$ cat src/rtl/cg_merge_regbank.sv
// cg_merge_regbank: multi-lane capture bank with per-lane gating enables, recirculation and idle counter.
// FORCE_SAME_COND_EN merges all lane enables into one shared gate condition.
module cg_merge_regbank #(
  parameter int LANES = 4,
  parameter int LANE_W = 8,
  parameter int ROT_STEP = 1,
  parameter logic [LANES-1:0] ROT_MASK = LANES'(4'b0101),
  parameter int CNT_W = 16
) (
  input  logic                    clk,
  input  logic                    rst,
  input  logic                    valid,
  input  logic                    last,
  input  logic                    clr_cnt,
  input  logic [LANES*LANE_W-1:0] in,
  output logic [LANES*LANE_W-1:0] out,
  output logic [LANES-1:0]        en_vec,
  output logic                    upd,
  output logic [CNT_W-1:0]        idle_cnt
);
  logic [LANES*LANE_W-1:0] nxt;
  // next value is purely data-driven; held lanes resolve to self so the enable never shapes data
  always_comb begin
    nxt = out;
    for (int i = 0; i < LANES; i++)
      nxt[i*LANE_W +: LANE_W] = valid ? in[i*LANE_W +: LANE_W] :
                                (~last & ROT_MASK[i]) ? out[((i + ROT_STEP) % LANES)*LANE_W +: LANE_W] :
                                out[i*LANE_W +: LANE_W];
  end
`ifdef FORCE_SAME_COND_EN
  always_comb en_vec = {LANES{~rst & (valid | (~last & |ROT_MASK))}};
`else
  always_comb en_vec = rst ? '0 : ({LANES{valid}} | ({LANES{~last}} & ROT_MASK));
`endif
  always_ff @(posedge clk) begin
    if (rst) begin
      out <= '0;
      upd <= 1'b0;
      idle_cnt <= '0;
    end else begin
      for (int i = 0; i < LANES; i++)
        if (en_vec[i]) out[i*LANE_W +: LANE_W] <= nxt[i*LANE_W +: LANE_W];
      upd <= |en_vec;
      idle_cnt <= clr_cnt ? '0 : (~|en_vec && ~&idle_cnt) ? idle_cnt + 1'b1 : idle_cnt;
    end
  end
endmodule

$ cat config.mk
export PLATFORM = sky130hd
export DESIGN_NAME = cg_merge_regbank
export DESIGN_NICKNAME = d
export VERILOG_FILES = /design/src/rtl/cg_merge_regbank.sv
export SDC_FILE = /design/constraint.sdc
export NUM_CORES = 1
export LEC_CHECK = 0
export CORE_MARGIN = 2
export CORE_UTILIZATION = 56
export DETAILED_ROUTE_END_ITERATION = 7
export DONT_BUFFER_PORTS = 1
export PLACE_DENSITY = 0.79
export SETUP_SLACK_MARGIN = 0.5
export SKIP_CTS_REPAIR_TIMING = 1
export SLEW_MARGIN = 20
export SYNTH_ARGS = -nofsm -noshare
export SYNTH_HDL_FRONTEND = slang
export SYNTH_SLANG_ARGS = --single-unit
$ cat constraint.sdc
create_clock -name clk -period 1.54 [get_ports clk]
set_input_delay 0.154 -clock clk [delete_from_list [all_inputs] [get_ports clk]]
set_output_delay 0.154 -clock clk [all_outputs]
set_load 0.02 [all_outputs]
==> metrics.md <==
| Metric | Value |
|---|---|
| IO Count | 90 |
| Achievable Freq | ~600 MHz |
| Top_reg_cell synth | dfxtp_1 |
| Setup CP Type | flop to flop |
| R2r setup slk | -0.12 ns |
| Hold Path End | out[21]$_SDFFE_PP0P_ |
| Synth cell types | 36 |
| Slowest stage cell, crit path | or4_1 |
| Hold_sp | in[21] |
| Drc violations | 0 |
| Post-Syn Nets | 280 |
| Max Transition Viols Final | 0 |
| Nets | slightly above 300 |
| DP Area | 2380 sq um |
| RSZ-0062 raised after global routing | yes |
| Max stage delay on crit path | between 0.5 and 0.6 ns |
| Top cell type's share of synthesized area | 45.5% |
| Die H | 66.0 um |
| Detailed Place HPWL | between 3000 and 4000 um |
| FF-to-FF Start | idle_cnt[1]$_SDFFE_PP0P_ |
| FF+latch area | ~1000 sq um |
| Final setup skew | roughly 0.0047 ns |
| Max-cap violation count | 0 |
| Clock transition at path regs | ~0.09 ns |
| Power Density | 861 nW/um^2 |
| Starting Density | between 50% and 60% |
| Top-count cell post-synth | nor2_1 |
| EDFF count, synth | 0 |
| Max Fanout on Critical Path | 5 |
| Final hold vios | 0 |
| Final setup viols | 6 |
| Reg2reg path depth | 4 |
| DR vias | ~1,900 |
| CP required | roughly 1.8 ns |
| RD Place Congestion | around 0.8 |
| Synth cell count leaders | nor2_1 (51), dfxtp_1 (49), mux2i_1 (32), a21oi_1 (29), clkbuf_1 (9) |
| Leak pwr | approximately 1.1 nW |
| Total global routing overflow | 0 |
| Antenna viol nets, final | 0 |
| CP Data Arrival Time | between 1.5 and 2 ns |
| Fin area | 2680 sq um |
| Max_slew headroom | approximately 72% |
| Failing checks | setup timing |
| Average cell area after synthesis | around 9 sq um |
| Layout Area Growth over Synthesis | 24.6% |
| Min cycle time layout | roughly 1.7 ns |
| Sequential area share after synthesis | between 40% and 50% |
| Critical Path End Type | flop |
| CTS tree | done |
| Inserted Diodes | 0 |
| Core region area | about 3700 sq um |
| Reg2reg end | idle_cnt[15]$_SDFFE_PP0P_ |
| PortBufs | 0 |
| Layout cells sized above 1 | 29.3% |
| Post-Synthesis Cells | approximately 240 |
| CTS Sinks | a little under 50 |
| Root Buffer | clkbuf_8 |
| Site Rows | 22 |
| Worst-margin pin slew | approximately 0.42 ns |
| Asr flop ratio synth | 0% |
| GRT Overall Usage | approximately 23% |
| Drt total wl | 5370 um |
| H-tree levels | 2 |
| Synth Register Bits | 49 |
| Critical-path cell list | nand3_2 -> a211o_4 -> or4_1 -> a21oi_2 |
| CP Launch Type | flop |
| Chip width | roughly 66 um |
| CTS Buf Count | 5 |
| Hold Crit Class | input pin to flop |
| First DRT Iteration DRCs | ~110 |
| Mapped Area | between 2000 and 2500 sq um |
| Post-synth top area cell | dfxtp_1 |
| Max clock buf depth | 2 |
| Initial antenna violation count | 0 |
| Drt via density | ~6 |
| DRT Pass-1 Iters | 4 |
| Peak supply drop | roughly 1000 uV |
| Multi-input logic area | 1210 sq um |
| Overall die area | ~4400 sq um |
| YS warnings | 0 |
| Setup WS post-layout | -0.123 ns |
| Fin Hold WS | roughly 0.00078 ns |
| Number of global-route vias before repair | roughly 1,700 |
| Hold Path Cell Cnt | 2 |
| Status | finished, violations left |
| Top post-synthesis cells by area | dfxtp_1 (46%), mux2i_1 (15%), nor2_1 (8.9%), a21oi_1 (6.7%), o31ai_1 (2.8%) |
| Routed len/inst | 16.9 um |
| # fillers | 292 |
| Final worst-path cycle share | 108% |
| First-pass GRT wire length | between 7000 and 8000 um |
| Worst-Skew Late Latency | between 0.2 and 0.3 ns |
| Largest net degree at the start of global routing | between 50 and 60 |
==> where the power goes <==
group	internal (W)	switching, W	total, W
logic	0.0000888	0.0000876	0.000176
clock network	0.000315	0.000409	0.000724
registers	0.00131	0.000104	0.00141
==> state kept, by name, summed over array words and instances, names as in the netlist <==
signal    cells
out          32
idle_cnt     16
upd           1
==> cells by family after synthesis <==
logic type | after synthesis | share of synthesized area (%)
compound gates | 54 | 15.0
fa+ha+maj | 1 | 0.581
buf+inv | 20 | 4.88
flops | 49 | 45.5
mux | 32 | 14.9
simple gates | 86 | 19.1
==> placed cells by master, fill, tap and decap left out, types with 3 or more instances in the layout <==
cell / count
nor2_1: 50
dfxtp_1: 37
mux2i_1: 32
buf_4: 28
a21oi_1: 24
dfxtp_4: 8
o31ai_1: 7
a21oi_2: 5
clkbuf_8: 5
nand2_1: 4
nand4_1: 4
or4_1: 4
o21ai_0: 4
dfxtp_2: 4
buf_6: 4
inv_1: 3
or4_4: 3
dlygate4sd3_1: 3
==> metrics by stage <==
stage | setup slack (ns) | std cells | power (W) | setup TNS [ns] | util, %
2_1_floorplan | -0.0908 | 242 | 0.00161 | -0.419 | -
3_3_place_gp | -0.0135 | 299 | 0.00158 | -0.0331 | 64.6
3_5_place_dp | -0.0706 | 299 | 0.00159 | -0.218 | 64.6
4_1_cts | -0.0999 | 307 | 0.00231 | -0.400 | 66.9
5_1_grt | -0.153 | 318 | 0.00241 | -0.699 | 72.8
6_report | -0.123 | 318 | 0.00231 | -0.355 | 72.8
==> critical path, delay by kind of cell, from the launching register on <==
kind             cells  cell delay [ns]
flip-flops           1             0.38
AND/OR/NAND/NOR      2             0.68
AO/OA/AOI/OAI        2             0.53
==> layer usage <==
layer / global-route usage (%) / routed length [um] / share of wire (%) / vias to the layer above
met5: 0 / 0 / 0 / -
met4: 7.14 / 98 / 1.8 / 0
met3: 6.98 / 362 / 6.7 / 11
met2: 37.8 / 2650 / 49 / 72
met1: 27.6 / 2270 / 42 / 907
li1: - / - / - / 922
==> how the worst max path moves through the flow <==
stage | start | to | cells past startpoint
floorplan | idle_cnt[1]$_SDFFE_PP0P_ | idle_cnt[14]$_SDFFE_PP0P_ | 6
global placement | idle_cnt[1]$_SDFFE_PP0P_ | idle_cnt[14]$_SDFFE_PP0P_ | 5
detailed placement | idle_cnt[1]$_SDFFE_PP0P_ | idle_cnt[14]$_SDFFE_PP0P_ | 5
CTS | idle_cnt[1]$_SDFFE_PP0P_ | idle_cnt[14]$_SDFFE_PP0P_ | 5
global route | idle_cnt[1]$_SDFFE_PP0P_ | idle_cnt[15]$_SDFFE_PP0P_ | 4
finish | idle_cnt[1]$_SDFFE_PP0P_ | idle_cnt[15]$_SDFFE_PP0P_ | 4
==> area by class of cell <==
| class | count | area share (%) |
|---|---|---|
| multi-input cells | 174 | 44.9 |
| flip-flops and latches | 49 | 37.9 |
| repair buffers | 36 | 11.4 |
| clock buffers | 5 | 2.56 |
| well taps | 48 | 2.24 |
| clock inverters | 3 | 0.606 |
| inverters | 3 | 0.420 |
Power figures use the tool's default switching activity.
